### src/rtl/core_pipe_pkg.sv
// Stage payload layouts shared by the core pipeline registers, with their idle (reset) values.
package core_pipe_pkg;

    typedef struct packed {
        logic        valid;
        logic [4:0]  rd;
        logic        reg_write;
        logic        mem_read;
        logic        mem_write;
        logic [2:0]  funct3;
        logic [31:0] pc;
        logic [31:0] instr;
        logic [31:0] alu_result;
        logic [31:0] rs2_data;
        logic [11:0] csr_addr;
        logic [4:0]  exc_cause;
        logic        exc_valid;
        logic [11:0] rob_tag;
    } ex_mem_t;

    typedef struct packed {
        logic        valid;
        logic [4:0]  rd;
        logic        reg_write;
        logic [31:0] pc;
        logic [31:0] wb_data;
    } mem_wb_t;

    localparam int EX_MEM_W = $bits(ex_mem_t);
    localparam int MEM_WB_W = $bits(mem_wb_t);

    // Idle payloads: every field zero, so valid=0 and no write-back side effects.
    localparam ex_mem_t EX_MEM_RESET = '0;
    localparam mem_wb_t MEM_WB_RESET = '0;

endpackage

### src/rtl/pipe_buf_mem.sv
// DEPTH x WIDTH register array: one synchronous write port, one asynchronous read port.
module pipe_buf_mem #(
    parameter int               WIDTH      = 170,
    parameter int               DEPTH      = 2,
    parameter logic [WIDTH-1:0] RESET_DATA = '0
) (
    input  logic                     clk,
    input  logic                     rst,
    input  logic                     we,
    input  logic [$clog2(DEPTH)-1:0] waddr,
    input  logic [WIDTH-1:0]         wdata,
    input  logic [$clog2(DEPTH)-1:0] raddr,
    output logic [WIDTH-1:0]         rdata
);

    logic [WIDTH-1:0] mem_q [DEPTH];
    logic [WIDTH-1:0] mem_d [DEPTH];

    always_comb begin
        mem_d = mem_q;
        if (we) begin
            mem_d[waddr] = wdata;
        end
    end

    always_ff @(posedge clk or negedge rst) begin
        if (!rst) begin
            for (int i = 0; i < DEPTH; i++) begin
                mem_q[i] <= RESET_DATA;
            end
        end else begin
            mem_q <= mem_d;
        end
    end

    assign rdata = mem_q[raddr];

endmodule

### src/rtl/pipe_elastic_stage.sv
// Elastic pipeline register: circular buffer whose upstream ready never looks at downstream ready.
module pipe_elastic_stage
    import core_pipe_pkg::*;
#(
    parameter int               WIDTH      = EX_MEM_W,
    parameter int               DEPTH      = 2,
    parameter logic [WIDTH-1:0] RESET_DATA = '0
) (
    input  logic                       clk,
    input  logic                       rst,
    input  logic                       ls_valid,
    output logic                       ts_ready,
    input  logic [WIDTH-1:0]           in_data,
    output logic                       ts_valid,
    input  logic                       ns_ready,
    output logic [WIDTH-1:0]           out_data,
    input  logic                       flush,
    input  logic                       stall,
    output logic [$clog2(DEPTH+1)-1:0] level
);

    localparam int              AW       = $clog2(DEPTH);
    localparam int              LW       = $clog2(DEPTH + 1);
    localparam logic [LW-1:0]   FULL_LVL = LW'(DEPTH);

    logic [AW-1:0]    wr_ptr_q, wr_ptr_d;
    logic [AW-1:0]    rd_ptr_q, rd_ptr_d;
    logic [LW-1:0]    level_q, level_d;
    logic             push, pop;
    logic [WIDTH-1:0] head_data;

    // Pointers alone cannot tell full from empty, so level carries that distinction.
    // ts_ready is gated by rst so it stays low while reset is held.
    assign ts_ready = rst && !stall && (level_q != FULL_LVL);
    assign ts_valid = !stall && (level_q != '0) && !flush;
    assign push     = ls_valid && ts_ready && !flush;
    assign pop      = ts_valid && ns_ready;
    assign level    = level_q;
    assign out_data = (level_q != '0) ? head_data : RESET_DATA;

    always_comb begin
        wr_ptr_d = wr_ptr_q;
        rd_ptr_d = rd_ptr_q;
        level_d  = level_q;
        if (flush) begin
            wr_ptr_d = '0;
            rd_ptr_d = '0;
            level_d  = '0;
        end else begin
            if (push) begin
                wr_ptr_d = wr_ptr_q + AW'(1);
            end
            if (pop) begin
                rd_ptr_d = rd_ptr_q + AW'(1);
            end
            case ({push, pop})
                2'b10:   level_d = level_q + LW'(1);
                2'b01:   level_d = level_q - LW'(1);
                default: level_d = level_q;
            endcase
        end
    end

    always_ff @(posedge clk or negedge rst) begin
        if (!rst) begin
            wr_ptr_q <= '0;
            rd_ptr_q <= '0;
            level_q  <= '0;
        end else begin
            wr_ptr_q <= wr_ptr_d;
            rd_ptr_q <= rd_ptr_d;
            level_q  <= level_d;
        end
    end

    pipe_buf_mem #(
        .WIDTH      (WIDTH),
        .DEPTH      (DEPTH),
        .RESET_DATA (RESET_DATA)
    ) u_mem (
        .clk   (clk),
        .rst   (rst),
        .we    (push),
        .waddr (wr_ptr_q),
        .wdata (in_data),
        .raddr (rd_ptr_q),
        .rdata (head_data)
    );

    a_no_push_full: assert property (@(posedge clk) disable iff (!rst)
        !(push && (level_q == FULL_LVL)));
    a_no_pop_empty: assert property (@(posedge clk) disable iff (!rst)
        !(pop && (level_q == '0)));
    a_level_range: assert property (@(posedge clk) disable iff (!rst)
        level_q <= FULL_LVL);

endmodule

### config.mk
export PLATFORM = sky130hd
export DESIGN_NAME = pipe_elastic_stage
export DESIGN_NICKNAME = d
export VERILOG_FILES = /design/src/rtl/core_pipe_pkg.sv /design/src/rtl/pipe_buf_mem.sv /design/src/rtl/pipe_elastic_stage.sv
export SDC_FILE = /design/constraint.sdc
export NUM_CORES = 1
export LEC_CHECK = 0
export BUFFER_PORTS_ARGS = -buffer_cell sky130_fd_sc_hd__buf_4
export CAP_MARGIN = 20
export CORE_UTILIZATION = 49
export DETAILED_ROUTE_END_ITERATION = 12
export PLACE_DENSITY = 0.76
export SYNTH_ARGS = -nofsm -noshare
export SYNTH_HDL_FRONTEND = slang
export SYNTH_SLANG_ARGS = --single-unit
export TNS_END_PERCENT = 100
### constraint.sdc
create_clock -name clk -period 1.8 [get_ports clk]
set_input_delay 0.18 -clock clk [delete_from_list [all_inputs] [get_ports clk]]
set_output_delay 0.18 -clock clk [all_outputs]
set_load 0.01 [all_outputs]
; ---- Word-level counts from Yosys, hierarchy flattened
; Cells that the tools add are included.
[word_totals]
register_bits = 344
in_bits = 176
output_inout_bits = 174
[classes]
addsub = 4
n_lt_le_gt_ge = 3
eq_ne = 3
mux = 13
bitwise_logic = 2
reduce_logical = 14
[op_table]
columns = op, count
row1 = $mux W170, 5
row2 = $bwmux W340, 1
row3 = $demux W170 S1, 1
row4 = $logic_and A1 B1 Y1, 8
row5 = $reduce_bool A2 Y1, 3
row6 = $ge A2 B2 Y1 const B, 2
row7 = $mux W1, 4
row8 = $not A1 Y2, 2
row9 = $pmux W2 S2, 1
row10 = $reduce_bool A3 Y1, 1
row11 = $add A1 B1 Y1 const B, 2
row12 = $add A2 B1 Y2 const B, 1
row13 = $eq A2 B1 Y1 const B, 1
row14 = $eq A2 B2 Y1 const B, 1
row15 = $logic_not A1 Y1, 2
row16 = $lt A2 B1 Y1 const B, 1
row17 = $mux W2, 1
row18 = $ne A2 B2 Y1 const B, 1
row19 = $sub A2 B1 Y2 const B, 1

; ---- Depth between registers and ports, before layout
; Gate-level depths: netlist of the first run.
[depth]
depth_word = 8
mapped_depth = 6

; ---- Cells and area by module
; Synthesis of the first run repeated with hierarchy kept, for this count alone.
[unflattened]
cells_unflattened = 1126
area_unflattened_um2 = 16046.6
[modules_own_cells]
columns = module, instances, cells_per_inst, area_each_um2
row1 = pipe_buf_mem, 1, 908, 14635.3
row2 = pipe_elastic_stage, 1, 218, 1411.4

; ---- Worst setup path before layout of the first run
; Ideal clock, no wire load.
[synth_timing]
kind = reg-to-reg
startpoint = register level_q[1], in the netlist level[1]
endpoint = register u_mem.mem_q[250] (netlist name)
setup_ns = 0.125
arrival_time_ns = 1.822
required_time_ns = 1.675
setup_slack_ns = -0.147
stages_incl_launch_ff = 7
n_path_buf = 3
period_less_slack_ns = 1.947
path_cell_list = dfrtp_1 -> nor2b_1 -> or4_1 -> buf_2 -> buf_6 -> buf_6 -> mux2_4
[synth_between]
elab_chain_len = 4
[synth_rtl]
columns = element, line_no
row1 = from (decl), pipe_elastic_stage.sv:28  ; logic [LW-1:0] level_q, level_d;
row2 = from (signal assigned), pipe_elastic_stage.sv:72  ; level_q <= level_d;
row3 = $ne A2 B2 Y1, pipe_elastic_stage.sv:34  ; assign ts_ready = rst && !stall && (level_q != FULL_LVL);
row4 = $logic_and A1 B1 Y1, pipe_elastic_stage.sv:34
row5 = $logic_and A1 B1 Y1 (2 in a row), pipe_elastic_stage.sv:36  ; assign push = ls_valid && ts_ready && !flush;
row6 = to (signal assigned), pipe_buf_mem.sv:32  ; mem_q <= mem_d;
row7 = to (decl), pipe_buf_mem.sv:16  ; logic [WIDTH-1:0] mem_q [DEPTH];
; Every way passes these cells.
; A chain may end at the register's enable or synchronous reset.

; ---- Final worst setup path of the first run
[layout_timing]
startpoint = register rd_ptr_q
endpoint = output port out_data[101]
[layout_between]
elab_chain_len = 5
[layout_rtl]
columns = element, line_no
row1 = from (decl), pipe_elastic_stage.sv:27  ; logic [AW-1:0] rd_ptr_q, rd_ptr_d;
row2 = from (signal assigned), pipe_elastic_stage.sv:71  ; rd_ptr_q <= rd_ptr_d;
row3 = $not A1 Y2 (not written as such), pipe_buf_mem.sv:36  ; assign rdata = mem_q[raddr];
row4 = $mux W170 (not written as such) (3 in a row), pipe_buf_mem.sv:36
row5 = $mux W170, pipe_elastic_stage.sv:39  ; assign out_data = (level_q != '0) ? head_data : RESET_DATA;
row6 = to (decl), pipe_elastic_stage.sv:16  ; output logic [WIDTH-1:0] out_data,
; Every way passes these cells. The select of a mux whose other input is x is not followed.

==> results of run 1 <==
[per-layer routing]
layer | wire (um) | global-route usage | up-vias | share of wire
met5 | 0 | 0 | - | 0
met2 | 22280 | 0.4255 | 370 | 0.50
met3 | 2673 | 0.05906 | 86 | 0.061
met4 | 1373 | 0.08855 | 0 | 0.031
met1 | 17820 | 0.3212 | 5780 | 0.40
li1 | - | - | 5087 | -
[Yosys cell counts (all sizes together)]
master  instances  area (um2)
nand2           1       3.750
mux2i         170        1702
nor3            3       20.02
nor3b           1       7.510
dfrtp         344        8608
o21ai           2       10.01
nor2b           1       6.260
nor2          172       645.6
a21oi           3       15.01
clkbuf         20       75.07
mux2          340        4163
nor4            1       6.260
nand2b          2       12.51
or3             1       6.260
inv             2       7.510
nand3           2       10.01
nand3b          1       20.02
a32oi           1       8.760
or4             1       7.510
and3b           1       8.760
a31oi           1       6.260
buf            55       322.8
[through the flow]
step | cells | hold WS, ps | instance area, um2 | power (mW)
3_5_place_dp | 1849 | 133.2 | 19100 | 13.42
2_1_floorplan | 1125 | -115.6 | 15680 | 12.04
5_1_grt | 2131 | 151.5 | 23310 | 23.18
6_report | 2131 | 147.2 | 23310 | 22.26
3_3_place_gp | 1849 | 127.6 | 19100 | 13.23
4_1_cts | 2115 | 128.0 | 22730 | 21.99
[final timing paths]
| kind | to | depth (start not counted) |
|---|---|---|
| worst max-delay path | out_data[101] | 5 |
| worst min-delay path | wr_ptr_q | 4 |
| worst max register to register | u_mem.mem_q[275] | 4 |
| worst min register to register | u_mem.mem_q[203] | 1 |
| max in group asynchronous | u_mem.mem_q[105] | 4 |
| min in group asynchronous | u_mem.mem_q[228] | 3 |
[power groups by stage]
stage | logic, mW | clock network [mW] | registers, mW
3_3_place_gp | 3.37 | 0 | 9.86
5_1_grt | 4.59 | 8.49 | 10.1
6_report | 4.28 | 8.01 | 9.97
3_5_place_dp | 3.50 | 0 | 9.92
2_1_floorplan | 2.32 | 0 | 9.72
4_1_cts | 4.00 | 8.16 | 9.83
[registers in the layout, indices dropped and copies added (netlist names)]
signal / cells
wr_ptr_q: 1
u_mem.mem_q: 340
level: 2
rd_ptr_q: 1
[logic make-up after synthesis]
family | count (synthesis) | share of synthesized area
buf+inv | 77 | 0.02587
simple gates | 187 | 0.04814
flops | 344 | 0.5493
compound gates | 7 | 0.002555
mux | 510 | 0.3742
[critical path, cell delays in order, from the launching register on]
cell,delay [ps]
dfrtp_4,500
buf_12,180
buf_16,180
mux2i_1,270
nor2_1,80
buf_4,150
[cell type report]
class,count,area (um2)
flip-flops and latches,344,8613
fillers,1938,8165
multi-input cells,704,7054
repair buffers,609,5837
clock buffers,60,1167
well taps,402,503.0
clock inverters,8,121.4
inverters,2,7.507
diodes,2,5.005
[what timing repair did]
item / CTS / global route
hold buffers: 174 / 0
hold endpoints to repair: 391 / 0
pin swaps: 4 / 14
buffers inserted: 14 / 10
cloned: 10 / 8
gates resized for setup: 56 / 94
endpoints found under the setup margin: 396 / 499
==> impl_results.md, run 1 <==
- Status: complete, but fails checks
- Grt total ovfl: 0
- Mapped cell area: 0.01567 mm2
- Layout area overhead: 48.72%
- Final GP Congestion: 0.7548
- Final hold vios: 0
- Syn Nets: 1301
- Synth Warn #: 0
- Post-synthesis sequential area ratio: 0.5493
- NetSw: 5.594 mW
- Comb pwr share: 0.192
- Final Core Density: 0.7406
- Avg Synthesized Cell Area: 13.93 um2
- Post-route DRC: 0
- Placement-stage worst setup slack: -50.20 ps
- Vias in the first global route: 12330
- I/O Buffers: 349
- Worst Setup SP: rd_ptr_q
- Clock Path Buffers: 3
- Initial cell density of the core: 0.4980
- WP data required: 1620 ps
- Worst VDD drop: 1.058 mV
- R2r setup slk: -150 ps
- Clock transition at path regs: 60 ps
- DIE AREA: 0.03270 mm2
- Avg WL per Cell: 20.71 um
- Startpoint types: flop
- Library cells used by synthesis: 26
- Hold Path Class: input pin to flop
- Starting DRT DRC Count: 636
- Via count: 11320
- IO Pins: 350
- Nets: 1875
- Die Ht: 180.8 um
- Max_slew headroom: 0.4006
- Clk_lat worst skew: 510 ps
- First-pass GRT wire length: 66250 um
- Cell Pwr Density: 955.1 mW/mm2
- Root Buffer: clkbuf_16
- Sw Share: 0.2513
- Tot GR Track Use: 0.2535
- Drt via density: 5.313
- First-pass DRT Iterations: 5
- Commonest non-fill, non-tap cell in the layout: buf_4
- Min-delay src: ls_valid
- Worst-path fanout max: 15
- Fin crit period: 2071 ps
- Post-Syn Instances: 1125
- Setup-failing EPs final: 401
- P_int: 16.67 mW
- R2R Path Start: level[1]
- Worst Setup End Kind: primary output
- Critical path arrival: 1890 ps
- Final TNS setup: -44790 ps
- CTS buffer count: 38
- Lkg Pwr: 10.97 nW
- Total of max-cap violations: 0
- Final WS setup: -271.0 ps
- Fmax: 482.9 MHz
- Post-DP HPWL: 24390 um
- Failing checks: setup timing
- RSZ-0062 raised after global routing: yes
- Clk_skew: 13.78 ps
- Most frequent cells in the layout: 354 x buf_4, 342 x dfrtp_1, 251 x mux2_2
- # rows: 65
- Worst setup path category: flop to primary output
- Pin count of the biggest net entering global routing: 157
- CTS Sinks: 344
- Worst slew pin tran: 899.0 ps
- Fin. max-slew vios: 0
- Synthesis-stage register bit count: 344
- WL final: 44140 um
- Initial antenna violation count: 2
- Clock power share: 0.360
- TritonCTS clock tree: yes
- Horiz. Die Dim: 180.8 um
- CTS HTree Levels: 2
- Sequential Power Share: 0.448
- Antenna Nets Post-Route: 0
- Ratio of cells with drive above 1 in the final layout: 0.5229
- Final period utilization: 1.151
- Core ar.: 0.03147 mm2
Power figures use the tool's default switching activity.
==> run 2: changes to the inputs <==
--- a/config.mk
+++ b/config.mk
@@ -7,10 +7,11 @@
 export LEC_CHECK = 0
 export BUFFER_PORTS_ARGS = -buffer_cell sky130_fd_sc_hd__buf_4
 export CAP_MARGIN = 20
-export CORE_UTILIZATION = 49
+export CORE_UTILIZATION = 50
 export DETAILED_ROUTE_END_ITERATION = 12
-export PLACE_DENSITY = 0.76
+export PLACE_DENSITY = 0.77
 export SYNTH_ARGS = -nofsm -noshare
 export SYNTH_HDL_FRONTEND = slang
+export SYNTH_HIERARCHICAL = 1
 export SYNTH_SLANG_ARGS = --single-unit
 export TNS_END_PERCENT = 100
==> run 2 against run 1 <==
  * The flow still finishes with violations (setup timing)
  * Synthesized cell count about the same
  * Area after synthesis up 2.4%
  * Combinational power grew 8.9%
  * Critical endpoint is now out_data[8]
  * Largest cell class unchanged
  * Highest routed layer unchanged
==> impl_results.md, run 2 <==
- Library cells used by synthesis: 22 (was 26)
- Via count: 11410 (was 11320)
- WP data required: 1620 ps (about the same)
- Drt via density: 5.314 (was 5.313)
- Synth Warn #: 6 (was 0)
- Pin count of the biggest net entering global routing: 151 (was 157)
- Hold Path Class: input pin to flop (unchanged)
- # rows: 65 (unchanged)
- TritonCTS clock tree: yes (unchanged)
- Final Core Density: 0.7613 (was 0.7406)
- Die Ht: 181.1 um (was 180.8 um)
- Worst setup path category: flop to primary output (unchanged)
- Worst Setup End Kind: primary output (unchanged)
- Crit path top cell by count: buf_4
- Slowest CP cell: dfrtp_4 (unchanged)
- Status: complete, but fails checks (unchanged)
- P_int: 17.04 mW (was 16.67 mW)
- Fmax: 444.7 MHz (was 482.9 MHz)
- Top-count cell post-synth: mux2_2 (was dfrtp_1)
- Clk_skew: 30.49 ps (was 13.78 ps)
- Number of synthesized flops with an enable pin: 0 (unchanged)
- Comb pwr share: 0.207 (was 0.192)
- Final hold vios: 0 (unchanged)
- RSZ-0062 raised after global routing: yes (unchanged)
- CTS buffer count: 39 (was 38)
- Setup-failing EPs final: 352 (was 401)
- Sw Share: 0.2429 (was 0.2513)
- Ratio of cells with drive above 1 in the final layout: 0.5722 (was 0.5229)
- Layout area overhead: 49.71% (was 48.72%)
- Cell Pwr Density: 936.9 mW/mm2 (was 955.1 mW/mm2)
- Worst slew pin tran: 935.0 ps (was 899.0 ps)
- Fin. max-slew vios: 0 (unchanged)
- Total of max-cap violations: 0 (unchanged)
- Biggest register: u_mem/mem_q (was u_mem.mem_q)
- Synthesis-stage register bit count: 344 (unchanged)
- I/O Buffers: 349 (unchanged)
- First-pass GRT wire length: 67190 um (was 66250 um)
- Ys async rst share: 1.000 (unchanged)
- Clock power share: 0.355 (was 0.360)
- Fin crit period: 2249 ps (was 2071 ps)
- Starting DRT DRC Count: 479 (was 636)
- Failing checks: setup timing (unchanged)
- Avg Synthesized Cell Area: 14.25 um2 (was 13.93 um2)
- Min Hold Slack: 102.1 ps (was 147.2 ps)
- Cell taking the most area after synthesis: dfrtp_1 (unchanged)
- Worst-path fanout max: 5 (was 15)
- Worst VDD drop: 0.8047 mV (was 1.058 mV)
- Horiz. Die Dim: 181.1 um (was 180.8 um)
- Syn Nets: 1302 (was 1301)
- Initial cell density of the core: 0.5085 (was 0.4980)
- Fillers: 1798 (was 1938)
- Most frequent cells in the layout: 377 x mux2_2, 358 x buf_4, 343 x dfrtp_1 (was 354 x buf_4, 342 x dfrtp_1, 251 x mux2_2)
- Bufs and invs on worst path: 4 (was 3)
- Max_slew headroom: 0.3767 (was 0.4006)
- Avg WL per Cell: 21.11 um (was 20.71 um)
- CTS Sinks: 344 (unchanged)
- Initial antenna violation count: 1 (was 2)
- Root Buffer: clkbuf_16 (unchanged)
- Commonest non-fill, non-tap cell in the layout: mux2_2 (was buf_4)
- Antenna Nets Post-Route: 0 (unchanged)
- First-pass DRT Iterations: 4 (was 5)
- Critical path arrival: 2070 ps (was 1890 ps)
- Synth area leaders: dfrtp_1 54%, mux2_2 29%, mux2_1 7.0% (was dfrtp_1 55%, mux2_2 18%, mux2i_1 11%)
- Post-synth top area share: 0.5365 (was 0.5493)
- NetSw: 5.467 mW (was 5.594 mW)
- Grt total ovfl: 0 (unchanged)
- Final period utilization: 1.249 (was 1.151)
- Cell family with most CP delay: buffers and inverters (unchanged)
- Post-synthesis sequential area ratio: 0.5365 (was 0.5493)
- Mapped cell area: 0.01605 mm2 (was 0.01567 mm2)
- CTS HTree Levels: 2 (unchanged)
- Post-route DRC: 0 (unchanged)
- Startpoint types: flop (unchanged)
- Lkg Pwr: 11.31 nW (was 10.97 nW)
- Crit-path cells: buf_4 > buf_8 > clkbuf_16 > mux2_2 > nor2b_1 > buf_4 (was buf_12 > buf_16 > mux2i_1 > nor2_1 > buf_4)
- Largest register FFs: 340 (unchanged)
- Sequential Area: 0.008612 mm2 (was 0.008613 mm2)
- Delay of the slowest critical-path stage: 530 ps (was 500 ps)
- Clock transition at path regs: 60 ps (about the same)
- Post-DP HPWL: 25120 um (was 24390 um)
- Sequential Power Share: 0.438 (was 0.448)
- Tot GR Track Use: 0.2573 (was 0.2535)
- Clk_lat worst skew: 530 ps (was 510 ps)
- WL final: 45320 um (was 44140 um)
- IO Pins: 350 (unchanged)
- Vias in the first global route: 12350 (was 12330)
- Final WS setup: -448.8 ps (was -271.0 ps)
- Ys flop type: dfrtp_1 (unchanged)
- Area occupied by multi-input gates: 0.007448 mm2 (was 0.007054 mm2)
- Final GP Congestion: 0.7619 (was 0.7548)
- Nets: 1891 (was 1875)
- Final instance area: 0.02402 mm2 (was 0.02331 mm2)
- Commonest cells post-synth: 410 x mux2_2, 344 x dfrtp_1, 172 x nor2b_1 (was 344 x dfrtp_1, 251 x mux2_2, 172 x nor2_1)
- Post-Syn Instances: 1126 (was 1125)
- Clock Path Buffers: 3 (unchanged)
- DIE AREA: 0.03281 mm2 (was 0.03270 mm2)
- DP Area: 0.01963 mm2 (was 0.01910 mm2)
- Core ar.: 0.03156 mm2 (was 0.03147 mm2)
-- run 2: cell types whose count changed after synthesis, moves of 12 or more --
cell / change
buf_1: -12
buf_2: +21
clkbuf_1: -20
mux2_1: +100
mux2_2: +159
mux2_4: -89
mux2i_1: -170
nor2_1: -171
nor2b_1: +171
-- run 2: area by class of cell --
class,count,area share
Sequential cell,344,0.3585
Multi-Input combinational cell,705,0.3101
Timing Repair Buffer,623,0.2559
Clock buffer,59,0.04880
Tap cell,402,0.02094
Clock inverter,11,0.005365
Inverter,2,0.0003125
Antenna cell,1,0.0001042
-- run 2: worst paths after layout --
kind / startpoint / endpoint / slack, ps / depth (start not counted)
max in group asynchronous: rst / u_mem/mem_q[149] / 430 / 4
min in group asynchronous: rst / level[0] / 230 / 3
hold reg to reg: u_mem/mem_q[288] / u_mem/mem_q[288] / 480 / 1
hold / removal: stall / level[0] / 100 / 5
setup reg to reg: level[1] / u_mem/mem_q[324] / -110 / 8
setup / recovery: rd_ptr_q / out_data[8] / -450 / 6
-- run 2: cell families (layout without fill, tap and decap cells) --
| group | Yosys count | count (layout) | synth area share |
|---|---|---|---|
| simple gates | 187 | 187 | 0.07314 |
| compound gates | 8 | 8 | 0.002807 |
| other cells | 0 | 1 | 0 |
| flops | 344 | 344 | 0.5365 |
| mux | 510 | 510 | 0.3579 |
| buf+inv | 77 | 695 | 0.02971 |
-- run 2: power by group through the flow --
stage / clock network, mW / registers (mW) / logic [mW]
floorplan: 0 / 9.66 / 2.48
finish: 7.98 / 9.86 / 4.66
CTS: 8.10 / 9.78 / 4.14
detailed placement: 0 / 9.89 / 3.69
global placement: 0 / 9.80 / 3.58
global route: 8.46 / 10.0 / 4.97
-- run 2: metrics by stage --
| step | instances | power (mW) | worst slack, ps | TNS [ps] |
|---|---|---|---|---|
| floorplan | 1126 | 12.13 | 5.676 | 0 |
| global placement | 1859 | 13.38 | -68.20 | -5143 |
| detailed placement | 1859 | 13.59 | -131.5 | -13210 |
| CTS | 2124 | 22.02 | -450.6 | -64780 |
| global route | 2147 | 23.44 | -492.4 | -95740 |
| finish | 2147 | 22.51 | -448.8 | -71420 |
-- run 2: timing repair --
item | CTS | global route
setup buffers | 11 | 16
pin swaps | 1 | 0
endpoints found under the setup margin | 329 | 299
resized for setup | 30 | 142
hold buffers | 173 | 0
endpoints found under the hold margin | 451 | 0
cloned | 11 | 13
-- run 2: tightest hold or removal path, cell delays in order --
cell and delay, ps:
buf_4 90, buf_4 140, inv_1 50, nand3_1 70, a31oi_1 70
-- run 2: per-layer routing --
layer / track usage / part of all wire
met2: 0.4408 / 0.51
met5: 0 / 0
met3: 0.05725 / 0.051
met4: 0.08339 / 0.027
met1: 0.3226 / 0.41
